--- src/rtl/gate_array_pkg.sv ---
// Shared op encodings and output-buffer occupancy states for the gate array pipe.
// Optional feature macro used by this block: GATE_ARRAY_REDUCE_EN.
package gate_array_pkg;

  localparam logic [2:0] OP_AND  = 3'b000;
  localparam logic [2:0] OP_OR   = 3'b001;
  localparam logic [2:0] OP_XOR  = 3'b010;
  localparam logic [2:0] OP_NAND = 3'b011;
  localparam logic [2:0] OP_NOR  = 3'b100;
  localparam logic [2:0] OP_XNOR = 3'b101;
  localparam logic [2:0] OP_ANDN = 3'b110;
  localparam logic [2:0] OP_NOTA = 3'b111;

  typedef enum logic [1:0] {
    EMPTY = 2'd0,
    ONE   = 2'd1,
    FULL  = 2'd2
  } occ_t;

endpackage

--- src/rtl/gate_array_alu.sv ---
// Combinational WIDTH-bit 2-input logic op decode; reduction {^y,|y,&y} when GATE_ARRAY_REDUCE_EN.
// Latency: 0 cycles (pure combinational). Backpressure: none, no state.
module gate_array_alu
  import gate_array_pkg::*;
#(
  parameter int WIDTH = 8
) (
  input  logic [WIDTH-1:0] a,
  input  logic [WIDTH-1:0] b,
  input  logic [2:0]       op,
  output logic [WIDTH-1:0] y,
  output logic [2:0]       red
);

  always_comb begin
    y = '0;
    case (op)
      OP_AND:  y = a & b;
      OP_OR:   y = a | b;
      OP_XOR:  y = a ^ b;
      OP_NAND: y = ~(a & b);
      OP_NOR:  y = ~(a | b);
      OP_XNOR: y = ~(a ^ b);
      OP_ANDN: y = a & ~b;
      OP_NOTA: y = ~a;
      default: y = '0;
    endcase
  end

`ifdef GATE_ARRAY_REDUCE_EN
  assign red = {^y, |y, &y};
`else
  // Constant zero lets the downstream reduction registers fold away.
  assign red = 3'b000;
`endif

endmodule

--- src/rtl/gate_array_pipe.sv ---
// Registered bitwise logic unit with valid/ready handshakes and a 2-entry (main+skid) output buffer.
// Latency: 1 cycle accept-to-out_valid; 1 beat/cycle. Backpressure: in_ready drops only when both entries are full.
// Optional feature: GATE_ARRAY_REDUCE_EN carries {^y,|y,&y} with each buffered result on out_red.
module gate_array_pipe
  import gate_array_pkg::*;
#(
  parameter int WIDTH = 8,
  parameter int CNT_W = 16
) (
  input  logic             clk,
  input  logic             rst,
  input  logic             in_valid,
  output logic             in_ready,
  input  logic [WIDTH-1:0] in_a,
  input  logic [WIDTH-1:0] in_b,
  input  logic [2:0]       in_op,
  output logic             out_valid,
  input  logic             out_ready,
  output logic [WIDTH-1:0] out_y,
  output logic [2:0]       out_red,
  output logic [CNT_W-1:0] txn_cnt
);

  occ_t             state, state_nxt;
  logic             accept, pop;
  logic [WIDTH-1:0] alu_y;
  logic [2:0]       alu_red;
  logic [WIDTH-1:0] main_y, skid_y;
  logic [2:0]       main_red, skid_red;
  logic [CNT_W-1:0] cnt;

  gate_array_alu #(.WIDTH(WIDTH)) u_alu (
    .a   (in_a),
    .b   (in_b),
    .op  (in_op),
    .y   (alu_y),
    .red (alu_red)
  );

  assign accept = in_valid & in_ready;
  assign pop    = out_valid & out_ready;

  always_ff @(posedge clk) begin
    if (rst) state <= EMPTY;
    else     state <= state_nxt;
  end

  always_comb begin
    state_nxt = state;
    case (state)
      EMPTY: if (accept) state_nxt = ONE;
      ONE: begin
        if (accept && !pop)      state_nxt = FULL;
        else if (pop && !accept) state_nxt = EMPTY;
      end
      FULL:    if (pop) state_nxt = ONE;
      default: state_nxt = EMPTY;
    endcase
  end

  // Handshake outputs decode registered state only, so out_ready never reaches in_ready.
  always_comb begin
    in_ready  = (state != FULL);
    out_valid = (state != EMPTY);
  end

  always_ff @(posedge clk) begin
    if (rst) begin
      main_y   <= '0;
      main_red <= '0;
      skid_y   <= '0;
      skid_red <= '0;
    end else begin
      case (state)
        EMPTY: if (accept) begin
          main_y   <= alu_y;
          main_red <= alu_red;
        end
        ONE: begin
          // Accept while main is still held: park the newer result in skid.
          if (accept && !pop) begin
            skid_y   <= alu_y;
            skid_red <= alu_red;
          end else if (accept && pop) begin
            main_y   <= alu_y;
            main_red <= alu_red;
          end
        end
        FULL: if (pop) begin
          main_y   <= skid_y;
          main_red <= skid_red;
        end
        default: ;
      endcase
    end
  end

  always_ff @(posedge clk) begin
    if (rst)      cnt <= '0;
    else if (pop) cnt <= cnt + CNT_W'(1);
  end

  assign out_y   = main_y;
  assign out_red = main_red;
  assign txn_cnt = cnt;

endmodule

--- config.mk ---
export PLATFORM = sky130hd
export DESIGN_NAME = gate_array_pipe
export DESIGN_NICKNAME = d
export VERILOG_FILES = /design/src/rtl/gate_array_pkg.sv /design/src/rtl/gate_array_alu.sv /design/src/rtl/gate_array_pipe.sv
export SDC_FILE = /design/constraint.sdc
export NUM_CORES = 1
export LEC_CHECK = 0
export BUFFER_PORTS_ARGS = -buffer_cell sky130_fd_sc_hd__buf_4
export CORE_UTILIZATION = 40
export CTS_CLUSTER_DIAMETER = 120
export DETAILED_ROUTE_END_ITERATION = 7
export SLEW_MARGIN = 0
export SYNTH_ARGS = -nofsm -noshare
export SYNTH_HDL_FRONTEND = slang
export SYNTH_SLANG_ARGS = --single-unit
--- constraint.sdc ---
create_clock -name clk -period 4.3 [get_ports clk]
set_input_delay 0 -clock clk [delete_from_list [all_inputs] [get_ports clk]]
set_output_delay 0 -clock clk [all_outputs]
set_load 0.02 [all_outputs]
Word level (Yosys, flattened, before mapping)
Index checks and enable logic that the tools add are counted.
{"block": "op_classes", "bitwise": 11, "n_addsub": 1, "n_mux": 16, "reduce_logical": 12, "n_eq_ne": 15}
{"op": "one-hot mux 8 bit (8 select lines)", "n": 1}
{"op": "NOT 8 bit", "n": 5}
{"op": "2-to-1 mux 8 bit", "n": 4}
{"op": "one-hot mux 8 bit (3 select lines)", "n": 1}
{"op": "adder 16 x 1 -> 16 bit (second input constant)", "n": 1}
{"op": "bitwise AND 8 bit", "n": 2}
{"op": "== test 3 bit (second input constant)", "n": 4}
{"op": "2-to-1 mux 3 bit", "n": 4}
{"op": "inequality test 2 bit (second input constant)", "n": 5}
{"op": "one-hot mux 3 bit (3 select lines)", "n": 1}
{"op": "2-to-1 mux 2 bit", "n": 4}
{"op": "bitwise OR 8 bit", "n": 1}
{"op": "bitwise XOR 8 bit", "n": 1}
{"op": "== test 3 x 2 -> 1 bit (second input constant)", "n": 2}
{"op": "one-hot mux 2 bit (3 select lines)", "n": 1}
{"op": "AND reduction 5 bit", "n": 1}
{"op": "== test 3 x 1 -> 1 bit (second input constant)", "n": 1}
{"op": "logical AND 1 bit", "n": 3}
{"op": "zero test 3 bit", "n": 1}
{"op": "inequality test 3 bit (second input constant)", "n": 1}
{"op": "AND reduction 3 bit", "n": 1}
{"op": "nonzero test 3 bit", "n": 1}
{"op": "bitwise AND 1 bit", "n": 2}
{"op": "== test 2 x 1 -> 1 bit (second input constant)", "n": 1}
{"op": "5 further kinds", "n": 6}
{"block": "word_totals", "register_bits": 37, "elab_cells": 60}

Logic depth before layout (Yosys ltp)
{"block": "depth", "depth_word": 7, "depth_mapped": 12, "ltp_nobuf": 9}

Modules after synthesis
From an unflattened synthesis, not the netlist that was laid out.
{"block": "unflattened", "cells_unflattened": 327, "hier_area_um2": 2800.2}
{"mod": "gate_array_pipe", "n_inst": 1, "area_per_inst_um2": 1739.2, "cells_each": 187, "seq_area_each_um2": 800.8}
{"mod": "gate_array_alu", "n_inst": 1, "area_per_inst_um2": 1061.0, "cells_each": 140, "seq_area_each_um2": 0.0}

Worst setup path before layout
OpenSTA, ideal clock, no wires.
{"block": "synth_path", "kind": "register -> register", "start": "register state[1]", "end": "register main_y[1] (netlist: out_y[1])", "n_path_buf": 3, "path_slack_ns": 2.034, "t_arrival_ns": 2.175, "path_stages_with_launch": 13, "synth_period_minus_slack_ns": 2.266, "setup_time_ns": 0.091, "cell_sequence": "dfxtp_1 buf_2 nor2b_1 buf_2 inv_1 and2_1 ha_1 nand3b_1 a21oi_1 a21o_1 buf_2 nor2_1 a311oi_1"}
{"block": "synth_via", "elab_cells_between_ends": 17, "classes_between": "7 x eq/ne; 1 x mux; 2 x bitwise; 7 x reduce/logical"}
{"item": "start, declared", "line_no": "gate_array_pipe.sv:24", "rtl": "occ_t state, state_nxt;"}
{"item": "start signal, assigned", "line_no": "gate_array_pipe.sv:45", "rtl": "else state <= state_nxt;"}
{"item": "inequality test 2 bit *", "line_no": "gate_array_pipe.sv:63", "rtl": "in_ready = (state != FULL);"}
{"item": "net in_ready", "line_no": "gate_array_pipe.sv:13", "rtl": "output logic in_ready,"}
{"item": "bitwise AND 1 bit *", "line_no": "gate_array_pipe.sv:40", "rtl": "assign accept = in_valid & in_ready;"}
{"item": "logical AND 1 bit, on equally long branches", "line_no": "gate_array_pipe.sv:84, gate_array_pipe.sv:81"}
{"item": "inequality test 2 bit (no line)"}
{"item": "AND reduction 5 bit (no line) *"}
{"item": "end signal, assigned", "line_no": "gate_array_pipe.sv:76", "rtl": "main_y <= alu_y;"}
{"item": "end signal, assigned", "line_no": "gate_array_pipe.sv:85", "rtl": "main_y <= alu_y;"}
{"item": "end signal, assigned", "line_no": "gate_array_pipe.sv:90", "rtl": "main_y <= skid_y;"}
{"item": "end, declared", "line_no": "gate_array_pipe.sv:28", "rtl": "logic [WIDTH-1:0] main_y, skid_y;"}
Mark *: on every way through the listed nets, which the timed path passes. The rest lies on a longest branch.
A chain may end at the register's enable or synchronous reset.

Final worst setup path
{"block": "layout_path", "start": "register state[1]", "end": "register main_y[5] (netlist: out_y[5])"}
{"block": "layout_via", "elab_chain_cells": 6, "elab_cells_between_ends": 17, "classes_between": "7 x eq/ne; 1 x mux; 2 x bitwise; 7 x reduce/logical"}
{"item": "nonzero test 2 bit", "line_no": "gate_array_pipe.sv:64", "rtl": "out_valid = (state != EMPTY);"}
{"item": "bitwise AND 1 bit", "line_no": "gate_array_pipe.sv:41", "rtl": "assign pop = out_valid & out_ready;"}
{"item": "zero test 1 bit", "line_no": "gate_array_pipe.sv:81", "rtl": "if (accept && !pop) begin"}
{"item": "logical AND 1 bit", "line_no": "gate_array_pipe.sv:81"}
{"item": "inequality test 2 bit (no line)"}
{"item": "AND reduction 5 bit (no line)"}
Parallel ways exist; a longest one is shown, timed or not.

==> results.sh <==
export IMPL_grt_max_degree=38
export IMPL_cp_arrival_ps=2700
export IMPL_cts_root_buf="clkbuf_8"
export IMPL_path_class="reg -> reg"
export IMPL_diodes=0
export IMPL_gr_usage_all_layers_pct=16.4
export IMPL_async_reset_ff_share_pct=0
export IMPL_ys_seq_area_share_pct=27.5
export IMPL_routed_wl_um=5120
export IMPL_core_area_um2=5960
export IMPL_first_iter_violations=130
export IMPL_finish_utilization_pct=49.1
export IMPL_crit_path_max_incr_delay_ps=470
export IMPL_tightest_slew_ps=628
export IMPL_post_route_min_period_ps=2540
export IMPL_nNetsFinal=392
export IMPL_start_kind="register"
export IMPL_num_vias=2188
export IMPL_yosys_warnings=0
export IMPL_fillers=619
export IMPL_max_freq_mhz=394
export IMPL_clk_latency_ps=280
export IMPL_fin_skew_ps=2.28
export IMPL_regArea_um2=681
export IMPL_port_buffers=48
export IMPL_worst_endpoint_required_ps=4460
export IMPL_hold_buffers=0
export IMPL_cp_cell_sequence="nor2b_1 -> buf_4 -> inv_1 -> and2_1 -> ha_1 -> nand3b_1 -> a21oi_1 -> a21o_1 -> o311a_1 -> nor3_2"
export IMPL_dp_hpwl_um=3860
export IMPL_grt_pass1_wl_um=8410
export IMPL_synth_edff_count=0
export IMPL_synthDistinctLibCells=55
export IMPL_avgSynthCellArea_um2=8.09
export IMPL_ant_nets=0
export IMPL_multiInputGateArea_um2=1600
export IMPL_netlist_instances=306
export IMPL_htree_num_levels=2
export IMPL_hold_violations=0
export IMPL_cts_sinks=34
export IMPL_cts_max_path_buffers=2
export IMPL_via_per_inst=5.23
export IMPL_start_util_pct=41.6
export IMPL_setup_viol=0
export IMPL_first_global_vias=1847
export IMPL_synthTopCellsByArea="dfxtp_1 (27%), ha_1 (14%), nor2_1 (6.7%), inv_1 (3.6%), nand2_1 (3.3%)"
export IMPL_endpoint_kind="register"
export IMPL_pin_count=52
export IMPL_peakVddDrop_uv=166
export IMPL_synth_seq_cells=34
export IMPL_grt_overflow_total=0
export IMPL_post_cts_buffers=0
export IMPL_path_max_fanout=17
export IMPL_p_per_area_nw_per_um2=260
export IMPL_gp_congestion=0.749
export IMPL_rows=28
export IMPL_crit_family="compound AO/OA/AOI/OAI gates"
export IMPL_final_period_utilization_pct=59.0
export IMPL_holdCritPathClass="in -> reg"
export IMPL_maxSlewHeadroom_pct=57.1
export IMPL_status="completed"
export IMPL_slowest_stage="dfxtp_1"
export IMPL_synth_ff_type="dfxtp_1"
export IMPL_drtPass1Iterations=4
export IMPL_cts_clk_slew_worst_paths_ps=70
export IMPL_drv_cap=0
export IMPL_finalSetupTns_ps=0
export IMPL_dieArea_um2=6510
export IMPL_synth_top_area_share_pct=27.5
export IMPL_drc=0
export IMPL_die_width_um=80.7
export IMPL_post_drt_wl_per_cell_um=12.2
export IMPL_drive_above_1_share_pct=19.8
export IMPL_slew_violations=0
export IMPL_cts_tree="yes"
export IMPL_total_power_uw=762
export IMPL_synth_top_area_cell="dfxtp_1"
export IMPL_numCtsBuffers=5
export IMPL_die_h_um=80.7
export IMPL_rsz0062_at_grt="false"
export IMPL_area_growth_pct=18.1
export IMPL_cp_num_buf_inv=2
export IMPL_netlist_area_um2=2480
export IMPL_post_cts_resized=0
export IMPL_antenna_found_initial=0
export IMPL_p_leak_nw=1.33
[layer usage]
| layer | GRT usage (%) | up-vias | routed length (um) |
|---|---|---|---|
| met2 | 26.1 | 47 | 2280 |
| met4 | 5.36 | 0 | 68 |
| met5 | 0 | - | 0 |
| li1 | - | 1143 | - |
| met3 | 3.07 | 7 | 229 |
| met1 | 22.0 | 991 | 2540 |
[tightest hold or removal path, delay by kind of cell]
family          cells  cell delay, ps
buf+inv             1             120
compound gates      1              60
simple gates        1              70
[path summary, 6_finish.rpt]
path	from	endpoint	slack (ps)	cells past startpoint
setup / recovery	state[1]$_SDFFE_PP0P_	out_y[5]$_SDFFE_PP0P_	1760	10
hold / removal	out_ready	state[0]$_SDFFE_PP0P_	6	3
setup reg to reg	state[1]$_SDFFE_PP0P_	out_y[5]$_SDFFE_PP0P_	1760	10
hold reg to reg	skid_y[4]$_SDFFE_PP0P_	skid_y[4]$_SDFFE_PP0P_	460	2
[state kept, by name (all words and copies together) (netlist names)]
register  cells
skid_y        8
state         2
txn_cnt      16
out_y         8
[cell usage in the layout, fill, tap and decap left out, types with 3 or more instances in the layout]
cell / synthesis / routed
o31ai_1: 4 / 4
conb_1: 1 / 3
nor2b_1: 8 / 8
nor3_1: 6 / 6
inv_1: 24 / 24
a221oi_1: 4 / 4
buf_4: 3 / 49
nand4_1: 8 / 8
a311oi_1: 3 / 3
a21oi_1: 15 / 15
o311a_1: 3 / 3
nand2_1: 22 / 22
o22ai_1: 4 / 4
dfxtp_1: 34 / 34
xor2_1: 8 / 8
mux2i_1: 3 / 3
and3_1: 5 / 5
nand3_1: 3 / 3
or3_1: 6 / 6
xnor2_1: 6 / 6
clkbuf_8: 0 / 6
ha_1: 27 / 27
a31oi_1: 3 / 3
mux2_2: 4 / 4
nor2_1: 44 / 44
[report_power, final]
part	switching, mW	total (mW)	internal [mW]
Sequential	0.0104	0.339	0.329
Clock	0.115	0.244	0.129
Combinational	0.102	0.179	0.0775
[synthesized netlist by cell type (all sizes together) (3+ instances only)]
library cell,count
ha,27
a311oi,3
a21oi,15
nand3,3
or3,6
nor2,44
nor2b,8
mux2i,3
nor3,7
mux2,6
a31oi,3
xor2,8
and3,5
o31ai,4
buf,16
a221oi,5
inv,24
o22ai,4
clkbuf,6
nand2,22
dfxtp,34
xnor2,6
nand4,8
o21ai,3
o311a,3
[logic make-up (layout without fill, tap and decap cells)]
logic type,count (synthesis),count (layout),share of synthesized area (%)
AO/OA/AOI/OAI,57,57,16.8
multiplexers,10,10,5.15
other,1,3,0.151
buffers and inverters,46,81,8.29
adder cells (fa/ha/maj),27,27,13.6
AND/OR/NAND/NOR,117,117,23.5
flip-flops,34,34,27.5
XOR/XNOR,14,14,4.95
[metrics by stage]
stage / setup WS, ps / instance area (um2) / std cells / hold slack (ps)
2_1_floorplan: 2030 / 2480 / 308 / 140
3_5_place_dp: 1790 / 2830 / 410 / 296
4_1_cts: 1760 / 2930 / 418 / 0.00383
3_3_place_gp: 1860 / 2830 / 410 / 289
5_1_grt: 1520 / 2930 / 418 / 21.1
6_report: 1760 / 2930 / 418 / 6.36
[final cells by class]
class	count	area share (%)
tap	75	3.21
timing repair buffer	49	12.6
inverter	24	3.08
clock buffer	6	2.82
multi-input combinational	228	54.6
sequential	34	23.3
clock inverter	2	0.428
(Power assumes the default switching activity.)
